$ cat src/rtl/if_stage.sv
// if_stage: instruction-fetch stage of the five-stage MIPS core.
// Owns the fetch PC and drives a synchronous instruction SRAM with one-cycle
// read latency. It feeds ID over the IF->ID bus and takes ID's branch bus,
// which carries redirects resolved in ID. The MIPS delay slot is honoured.
// Optional feature macro: IF_INST_BUFFER_EN adds a one-entry instruction
// holding register. It keeps the instruction stable across stalls even when
// the SRAM output changes while the read enable is low.

package id_stage_params;
  typedef struct packed {
    logic        branch_taken;
    logic [31:0] branch_target;
  } IDToIFBranchBusData;
endpackage

package if_stage_params;
  typedef struct packed {
    logic        valid;
    logic [31:0] program_count;
    logic [31:0] instruction;
  } IFToIDInstructionBusData;
endpackage

// Handshake: IF presents valid with {program_count, instruction}. The word
// moves into ID on a posedge where valid && id_allow_in. While valid is high
// and id_allow_in is low, every bus field holds stable and no new fetch is
// issued.
module if_stage #(
  parameter logic [31:0] RESET_VECTOR = 32'hBFC0_0000
) (
  input  logic                                     clock,
  input  logic                                     reset,
  input  logic                                     id_allow_in,
  input  id_stage_params::IDToIFBranchBusData      id_to_if_branch_bus,
  output if_stage_params::IFToIDInstructionBusData if_to_id_instruction_bus,
  output logic                                     inst_sram_en,
  output logic [3:0]                               inst_sram_wen,
  output logic [31:0]                              inst_sram_addr,
  output logic [31:0]                              inst_sram_wdata,
  input  logic [31:0]                              inst_sram_rdata
);

  logic        pre_if_valid;
  logic        if_valid;
  logic [31:0] if_pc;
  logic        if_ready_go;
  logic        if_allow_in;
  logic [31:0] seq_pc;
  logic [31:0] next_pc;
  logic [31:0] instruction;

  // Fetch always completes in one cycle. IF may accept a new word when it is
  // empty or when its current word moves into ID this cycle.
  assign if_ready_go = 1'b1;
  assign if_allow_in = !if_valid || (if_ready_go && id_allow_in);

  // The redirect is taken only when ID accepts the delay slot in the same
  // edge. A stalled ID keeps re-asserting the branch bus, so IF does not
  // store a pending redirect.
  assign seq_pc  = if_pc + 32'd4;
  assign next_pc = (id_to_if_branch_bus.branch_taken && id_allow_in)
                   ? id_to_if_branch_bus.branch_target : seq_pc;

  assign inst_sram_en    = pre_if_valid && if_allow_in;
  assign inst_sram_addr  = next_pc;
  assign inst_sram_wen   = 4'b0;
  assign inst_sram_wdata = 32'b0;

  // pre-IF turns on one cycle after reset is released and then stays on.
  always_ff @(posedge clock or posedge reset) begin
    if (reset) pre_if_valid <= 1'b0;
    else       pre_if_valid <= 1'b1;
  end

  // IF register. The PC advances only on an edge where a fetch was actually
  // issued, so the first fetched address is RESET_VECTOR.
  always_ff @(posedge clock or posedge reset) begin
    if (reset) begin
      if_valid <= 1'b0;
      if_pc    <= RESET_VECTOR - 32'd4;
    end else if (if_allow_in) begin
      if_valid <= pre_if_valid;
      if (pre_if_valid) if_pc <= next_pc;
    end
  end

`ifdef IF_INST_BUFFER_EN
  logic        buf_valid;
  logic [31:0] inst_buf;

  // Capture the SRAM word on the first stalled cycle. Release it on any
  // advance.
  always_ff @(posedge clock or posedge reset) begin
    if (reset) begin
      buf_valid <= 1'b0;
      inst_buf  <= 32'b0;
    end else if (if_allow_in) begin
      buf_valid <= 1'b0;
    end else if (if_valid && !id_allow_in && !buf_valid) begin
      buf_valid <= 1'b1;
      inst_buf  <= inst_sram_rdata;
    end
  end

  assign instruction = buf_valid ? inst_buf : inst_sram_rdata;
`else
  // Without the buffer, stalls rely on the SRAM holding its output while
  // the enable is low.
  assign instruction = inst_sram_rdata;
`endif

  assign if_to_id_instruction_bus.valid         = if_valid;
  assign if_to_id_instruction_bus.program_count = if_pc;
  assign if_to_id_instruction_bus.instruction   = instruction;

endmodule
$ cat config.mk
export PLATFORM = sky130hd
export DESIGN_NAME = if_stage
export DESIGN_NICKNAME = d
export VERILOG_FILES = /design/src/rtl/if_stage.sv
export SDC_FILE = /design/constraint.sdc
export NUM_CORES = 1
export LEC_CHECK = 0
export CAP_MARGIN = 20
export CORE_MARGIN = 3
export CORE_UTILIZATION = 39
export CTS_BUF_LIST = sky130_fd_sc_hd__clkbuf_2
export CTS_CLUSTER_DIAMETER = 100
export DETAILED_ROUTE_END_ITERATION = 10
export PLACE_DENSITY_LB_ADDON = 0.05
export SLEW_MARGIN = 20
export SYNTH_ARGS = -nofsm -noshare
export SYNTH_HDL_FRONTEND = slang
export SYNTH_SLANG_ARGS = --single-unit
export TNS_END_PERCENT = 30
$ cat constraint.sdc
create_clock -name clock -period 3 [get_ports clock]
set_clock_uncertainty 0.15 [all_clocks]
set_input_delay 0.3 -clock clock [delete_from_list [all_inputs] [get_ports clock]]
set_output_delay 0.3 -clock clock [all_outputs]
set_load 0.1 [all_outputs]
# Yosys cells after proc, flatten, opt, wreduce, memory -nomap -nowiden
# Index checks and enable logic that the tools add are counted.
# op_classes
n_addsub,1
muxes,1
reduce_logical,5
# op_table
op,count
"32-bit by 3-bit adder with 32-bit output, second input constant",1
32-bit 2-to-1 mux,1
1-bit logical AND,2
2-bit AND reduction,1
1-bit zero test,1
1-bit logical OR,1
# word_totals
regBits,34
inputBits,68
out_inout_bits,134
elab_cells,10

# Longest topological paths before layout
# Gate-level depths: netlist of run 1.
# depth
word_depth,3
ltp_mapped,7
ltp_nobuf,5

# Least setup slack after synthesis of run 1
# Ideal clock, no wire load.
# synth_path
path_type,register -> output
startpoint,register if_pc[18]
endpoint,output port inst_sram_addr[31]
arrival_time_ns,4.292
t_required_ns,2.550
slack_ns,-1.742
stages_incl_launch_ff,6
n_path_buf,1
path_cell_list,dfstp_2 buf_2 nand4_2 nor4_1 a211oi_1 a311oi_1
# synth_via
elab_chain_cells,2
# synth_lines
item,line,source
from (decl),45,logic [31:0] if_pc;
from (signal assigned),80,if_pc <= RESET_VECTOR - 32'd4;
from (signal assigned),83,if (pre_if_valid) if_pc <= next_pc;
32-bit by 3-bit adder with 32-bit output,60,assign seq_pc = if_pc + 32'd4;
32-bit 2-to-1 mux,62,? id_to_if_branch_bus.branch_target : seq_pc;
to (decl),38,"output logic [31:0] inst_sram_addr,"
# No other way between the ends.

# Final worst setup path of run 1
# layout_path
startpoint,register if_pc[8]
endpoint,output port inst_sram_addr[27]
# The elaborated chain is that of the path after synthesis.

==> flow_metrics.env, run 1 <==
export IMPL_core_sq_mm=0.007928
export IMPL_fp_dieW_microns=97.37
export IMPL_report_final_slew_viol_count=0
export IMPL_slowest_delay_ns=0.67
export IMPL_start_util_pct=41.07
export IMPL_cp_slowest_cell="dfstp_4"
export IMPL_end_kind="primary output"
export IMPL_grt_max_degree=35
export IMPL_clock_path_buffers=2
export IMPL_drive_gt1_share_pct=38.58
export IMPL_critPathMaxFanout=6
export IMPL_path_clk_slew_ns=0.19
export IMPL_timing_final_ws_setup_ns=0.06421
export IMPL_worstSetupPathType="flop to primary output"
export IMPL_critPathRequiredTime_ns=2.55
export IMPL_drt_iter0_drc=168
export IMPL_clock_root_buffer="clkbuf_2"
export IMPL_postPlaceCellArea_sq_mm=0.004501
export IMPL_drc=0
export IMPL_antenna_cells=0
export IMPL_tns_ns=0
export IMPL_path_cells="nand3_2 -> or4_4 -> o311ai_4 -> nand3_2 -> buf_12"
export IMPL_synth_area_leaders="dfstp_2 23%, buf_4 16%, nand3_1 4.8%, dfrtp_1 4.6%, nand2_1 4.3%"
export IMPL_tritoncts="built"
export IMPL_grt_pass1_vias=3300
export IMPL_yosysWarnings=0
export IMPL_power_density_mw_per_mm2=841.1
export IMPL_synthXorXnorAreaFrac_pct=3.228
export IMPL_worst_pin_slew_ns=0.5200
export IMPL_area_growth_pct=49.23
export IMPL_vias_per_cell=5.539
export IMPL_max_freq_ghz=0.3406
export IMPL_p_leak_nw=2.045
export IMPL_synthFlopType="dfstp_2"
export IMPL_final_common_cell="buf_4"
export IMPL_globalplace_congestion=0.8104
export IMPL_worstSkewPairLatency_ns=0.39
export IMPL_relSlewSlack_pct=65.34
export IMPL_fin_area_sq_mm=0.004858
export IMPL_rows=32
export IMPL_h_tree_depth=2
export IMPL_yosys_area_top_type="dfstp_2"
export IMPL_syn_inst=417
export IMPL_synth_simple_area_share_pct=28.06
export IMPL_rsz0062_at_grt="true"
export IMPL_grt_ovfl_total=0
export IMPL_die_h_microns=97.37
export IMPL_synth_avg_cell_area_sq_um=7.807
export IMPL_drt_total_wl_microns=9990
export IMPL_period_minus_slack_ns=2.936
export IMPL_cts_hold_buf=0
export IMPL_cts_inserted_buffers=5
export IMPL_setup_violations=0
export IMPL_netlist_area_sq_mm=0.003256
export IMPL_antenna_found_initial=0
export IMPL_synth_edff_count=0
export IMPL_worst_ep_arrival_time_ns=2.49
export IMPL_grt_first_pass_wirelength_microns=16290
export IMPL_wire_per_inst_microns=16.38
export IMPL_crit_path_start_kind="flop"
export IMPL_seq_area_frac_synth_pct=27.21
export IMPL_vias=3379
export IMPL_firstDrtPassIters=4
export IMPL_synthMuxAreaShare_pct=3.075
export IMPL_io_buffers=101
export IMPL_status="finished, final reports clean"
export IMPL_layout_common_cells="69 x buf_4, 37 x conb_1, 36 x nand2_1, 36 x nor2_1, 35 x clkdlybuf4s50_1"
export IMPL_ir_worst_vdd_uv=904.8
export IMPL_antenna_left=0
export IMPL_ys_ff_latch=34
export IMPL_final_util_pct=61.28
export IMPL_hold_violations=0
export IMPL_synth_top_family_by_area="simple AND/OR/NAND/NOR gates"
export IMPL_synthDistinctLibCells=55
export IMPL_fin_crit_sh_pct=97.86
export IMPL_fp_dieArea_sq_mm=0.009480
export IMPL_dp_hpwl_microns=7318
export IMPL_synthAdderAreaFrac_pct=0.3843
export IMPL_grtUsageTotal_pct=20.36
export IMPL_synth_compound_gate_area_share_pct=17.33
export IMPL_synth_top_cell_area_share_pct=22.60
export IMPL_cts_sinks=34
export IMPL_synth_async_reset_ratio_pct=100.0
export IMPL_dp_slack_ns=0.2818
export IMPL_cpMostUsedCell="nand3_2"
export IMPL_nets=576
export IMPL_drv_cap=0
export IMPL_hold_class="input pin to asynchronous set/reset pin"
export IMPL_num_io_pins=202
-- cell families (layout without fill, tap and decap cells) --
family / count (synthesis) / count (layout)
DFF: 34 / 34
adders and majority gates: 1 / 1
AOI/OAI and AO/OA: 82 / 82
and+or+nand+nor: 172 / 172
other: 2 / 37
xor gates and xnor gates: 12 / 12
buffers and inverters: 105 / 161
muxes: 9 / 9
-- Yosys cell counts, drive strengths merged, types with 4 or more instances --
library cell	count
a21o	4
a21oi	26
a31oi	12
and2	5
and4	8
buf	81
clkbuf	15
dfrtp	6
dfstp	28
inv	9
mux2	8
nand2	37
nand3	32
nand4	21
nor2	37
nor3	10
nor4	7
o211ai	5
o21a	4
o21ai	7
o22a	7
xnor2	10
-- layer usage --
| metal | track usage [%] | wire [microns] | up-vias |
|---|---|---|---|
| li1 | - | - | 1583 |
| met1 | 26.18 | 4339 | 1630 |
| met2 | 33.53 | 4674 | 144 |
| met3 | 5.384 | 836 | 22 |
| met4 | 5.964 | 139 | 0 |
| met5 | 0 | 0 | - |
-- layout make-up --
type / instances / area [sq um]
well taps: 102 / 127.6
inverters: 9 / 33.78
clock inverters: 3 / 11.26
multi-input cells: 313 / 2103
flip-flops and latches: 34 / 935.9
clock buffers: 5 / 25.02
fillers: 716 / 3069
repair buffers: 144 / 1622
-- worst max-delay path: cells and delay by family, from the launching register on --
kind | cells | cell delay [ns]
buffers and inverters | 1 | 0.19
AOI/OAI and AO/OA | 1 | 0.33
and+or+nand+nor | 3 | 0.92
DFF | 1 | 0.67
-- registers in the layout, summed over array words and instances, names as in the netlist --
register / count
pre_if_valid: 1
if_valid: 1
if_pc: 32
-- where the power goes --
part	switching [mW]	internal (mW)	total, mW
clock	0.164	0.0498	0.214
sequential	0.156	0.653	0.810
combinational	2.18	0.887	3.06
total	2.50	1.59	4.09
-- final timing paths --
check	start	end	slack, ns	cells after the start
max in group asynchronous	reset	if_pc[28]$_DFFE_PP1P_	2.18	3
setup / recovery	if_pc[8]$_DFFE_PP1P_	inst_sram_addr[27]	0.06	5
hold / removal	reset	if_pc[22]$_DFFE_PP0P_	0.15	3
min in group clock	id_to_if_branch_bus[3]	if_pc[3]$_DFFE_PP1P_	0.31	3
hold reg to reg	if_pc[21]$_DFFE_PP1P_	if_pc[21]$_DFFE_PP1P_	0.42	2
setup reg to reg	if_pc[11]$_DFFE_PP1P_	if_pc[28]$_DFFE_PP1P_	0.88	6
-- timing repair --
action	4_1_cts	5_1_grt
gates cloned	1	0
pin swaps	7	9
setup buffers	9	11
endpoints found under the setup margin	11	18
resized for setup	10	18
-- per-stage QoR --
step / total power [mW] / cells / hold slack, ns
final: 4.086 / 610 / 0.1451
after global routing: 4.253 / 610 / 0.1692
after CTS: 4.034 / 599 / 0.1406
after detailed placement: 3.730 / 581 / 0.4020
after global placement: 3.716 / 581 / 0.4039
after floorplan: 3.169 / 452 / 0.2707
(Power assumes the default switching activity.)
==> inputs of run 2 (changes only) <==
--- a/config.mk
+++ b/config.mk
@@ -5,9 +5,10 @@
 export SDC_FILE = /design/constraint.sdc
 export NUM_CORES = 1
 export LEC_CHECK = 0
+export ABC_AREA = 1
 export CAP_MARGIN = 20
 export CORE_MARGIN = 3
-export CORE_UTILIZATION = 39
+export CORE_UTILIZATION = 38
 export CTS_BUF_LIST = sky130_fd_sc_hd__clkbuf_2
 export CTS_CLUSTER_DIAMETER = 100
 export DETAILED_ROUTE_END_ITERATION = 10
==> run 2 against run 1 <==
Against the previous run:
- count of clock-buffer cells in the layout grew 2
- die area grew 1.8%
- cell count grew 9.5%
- power shrank 9.0%
- setup slack gained 0.18 ns
- final area shrank 12%
- non-clock buffer count shrank 38
- sequential power shrank 2%
- fmax grew 6.6%
==> flow_metrics.env, run 2 <==
export IMPL_postCtsSetupBuffers=0
export IMPL_worstSkewPairLatency_ns=0.38
export IMPL_regMostFlops="if_pc"
export IMPL_critPathRequiredTime_ns=2.55
export IMPL_p_sw_mw=2.358
export IMPL_firstDrtPassIters=7
export IMPL_cts_hold_buf=0
export IMPL_fin_cells=668
export IMPL_swShare_pct=63.39
export IMPL_wl_met2_microns=4323
export IMPL_critPathCapture="inst_sram_addr[18]"
export IMPL_synthTopCellsByCount="158 x nand2_1, 72 x buf_4, 47 x nand3_1, 42 x nor2_1, 38 x inv_1"
export IMPL_largest_register_ffs=32
export IMPL_yosysWarnings=0
export IMPL_fin_crit_sh_pct=91.79
export IMPL_synth_edff_count=0
export IMPL_netlist_area_sq_mm=0.003234
export IMPL_timing_critical_path_from="if_pc[2]$_DFFE_PP1P_"
export IMPL_antenna_left=0
export IMPL_fp_dieW_microns=98.26
export IMPL_vias_per_cell=4.644
export IMPL_r2r_start="if_pc[2]$_DFFE_PP1P_"
export IMPL_cts_inserted_buffers=5
export IMPL_h_tree_depth=2
export IMPL_max_freq_ghz=0.3632
export IMPL_synth_top_cell_area_share_pct=22.75
export IMPL_globalplace_congestion=0.8207
export IMPL_grt_max_degree=41
export IMPL_rrSetupSlack_ns=1.04
export IMPL_synth_area_leaders="dfstp_2 23%, nand2_1 18%, buf_4 17%, nand3_1 7.3%, nor2_1 4.9%"
export IMPL_core_sq_mm=0.008258
export IMPL_p_int_mw=1.362
export IMPL_path_cells="ha_1 -> nand2_1 -> nor2_4 -> nand2_2 -> nor2_4 -> nand2_1 -> nand3_1 -> o21a_1 -> buf_12"
export IMPL_critPathMaxFanout=5
export IMPL_dp_slack_ns=0.6673
export IMPL_crit_path_start_kind="flop"
export IMPL_synth_avg_cell_area_sq_um=6.508
export IMPL_highest_layer="met4"
export IMPL_grt_first_pass_wirelength_microns=14770
export IMPL_fp_dieArea_sq_mm=0.009654
export IMPL_synthFlopType="dfstp_2"
export IMPL_antenna_cells=0
export IMPL_period_minus_slack_ns=2.754
export IMPL_post_cts_resized=0
export IMPL_rsz0062_at_grt="false"
export IMPL_antenna_found_initial=0
export IMPL_synthDistinctLibCells=33
export IMPL_p_comb_share_pct=72.9
export IMPL_grt_pass1_vias=3030
export IMPL_start_util_pct=39.17
export IMPL_worst_ep_arrival_time_ns=2.30
export IMPL_drive_gt1_share_pct=25.58
export IMPL_hold_violations=0
export IMPL_tritoncts="built"
export IMPL_n_fill_cell=839
export IMPL_seq_area_frac_synth_pct=27.39
export IMPL_worstSetupPathType="flop to primary output"
export IMPL_seqPwrFrac_pct=21.3
export IMPL_wire_per_inst_microns=13.38
export IMPL_routedLengthMet1_microns=3836
export IMPL_grt_ovfl_total=0
export IMPL_p_leak_nw=1.957
export IMPL_timing_rr_end="if_pc[22]$_DFFE_PP0P_"
export IMPL_setup_violations=0
export IMPL_reg_top3="if_pc x32, if_valid x1, pre_if_valid x1"
export IMPL_clockPowerShare_pct=5.8
export IMPL_vias=3102
export IMPL_report_final_slew_viol_count=0
export IMPL_holdWs_ns=0.1442
export IMPL_num_io_pins=202
export IMPL_final_common_cell="nand2_1"
export IMPL_synth_async_reset_ratio_pct=100.0
export IMPL_area_growth_pct=31.76
export IMPL_cp_slowest_cell="dfstp_2"
export IMPL_place_inst=661
export IMPL_cts_sinks=34
export IMPL_routed_wl_met3_microns=619
export IMPL_path_clk_slew_ns=0.18
export IMPL_layout_common_cells="157 x nand2_1, 47 x nand3_1, 42 x nor2_1"
export IMPL_grtUsageTotal_pct=18.77
export IMPL_io_buffers=101
export IMPL_clock_path_buffers=2
export IMPL_drt_total_wl_microns=8936
export IMPL_drt_iter0_drc=119
export IMPL_slowest_delay_ns=0.60
export IMPL_end_kind="primary output"
export IMPL_worst_r2r_path_depth=10
export IMPL_dp_hpwl_microns=7014
export IMPL_drc=0
export IMPL_drv_cap=0
export IMPL_ys_ff_latch=34
export IMPL_clock_root_buffer="clkbuf_2"
export IMPL_timing_final_ws_setup_ns=0.2463
export IMPL_synth_most_common_cell="nand2_1"
export IMPL_rows=33
export IMPL_tns_ns=0
export IMPL_die_h_microns=98.26
export IMPL_nets=632
export IMPL_power_density_mw_per_mm2=872.8
export IMPL_hold_class="input pin to asynchronous set/reset pin"
export IMPL_ir_worst_vdd_uv=409.6
export IMPL_yosys_area_top_type="dfstp_2"
export IMPL_syn_inst=497
export IMPL_status="finished, final reports clean"
run 2: cells by family after synthesis:
group,Yosys count,share of synthesized area (%)
xor+xnor,4,1.083
buf+inv,121,22.82
fa+ha+maj,1,0.3868
flops,34,27.39
compound gates,37,6.576
simple gates,298,41.51
other cells,2,0.2322
run 2: power by group through the flow:
| stage | Combinational, mW | Sequential [mW] | Clock (mW) |
|---|---|---|---|
| after floorplan | 1.51 | 1.49 | 0 |
| after global placement | 2.72 | 0.796 | 0 |
| after detailed placement | 2.72 | 0.799 | 0 |
| after CTS | 2.73 | 0.793 | 0.232 |
| after global routing | 2.81 | 0.820 | 0.245 |
| final | 2.71 | 0.794 | 0.215 |
run 2: metrics by stage:
step	area, sq um	power, mW	utilization, %
after global placement	4227	3.515	51.18
after CTS	4262	3.752	51.61
after detailed placement	4227	3.521	51.18
after global routing	4262	3.880	51.61
after floorplan	3388	3.004	-
final	4262	3.720	51.61
run 2: layout make-up:
class                   instances  area (sq um)  area share (%)
inverters                      39         146.4           3.435
clock buffers                   7         35.03          0.8221
multi-input cells             377          1767           41.46
flip-flops and latches         34         885.9           20.79
repair buffers                106          1296           30.42
well taps                     105         131.4           3.083
run 2: worst min-delay path by stage:
stage               depth (start not counted)                     to                   from  slack (ns)
floorplan                                   1   if_pc[0]$_DFFE_PP0P_                  reset        0.27
global placement                            2  if_pc[31]$_DFFE_PP1P_  if_pc[31]$_DFFE_PP1P_        0.33
detailed placement                          2  if_pc[31]$_DFFE_PP1P_  if_pc[31]$_DFFE_PP1P_        0.34
CTS                                         3  if_pc[22]$_DFFE_PP0P_                  reset        0.13
global route                                3  if_pc[22]$_DFFE_PP0P_                  reset        0.15
finish                                      3  if_pc[22]$_DFFE_PP0P_                  reset        0.14
run 2: layer usage:
metal	global-route usage, %	vias up
li1	-	1571
met1	24.46	1393
met2	31.10	112
met3	3.857	26
met4	6.197	0
met5	0	-
run 2: critical path: cells and delay by family, from the launching register on:
kind | cells | cell delay (ns)
AND/OR/NAND/NOR | 6 | 0.76
flip-flops | 1 | 0.60
adder cells (fa/ha/maj) | 1 | 0.20
AO/OA/AOI/OAI | 1 | 0.19
buffers and inverters | 1 | 0.18
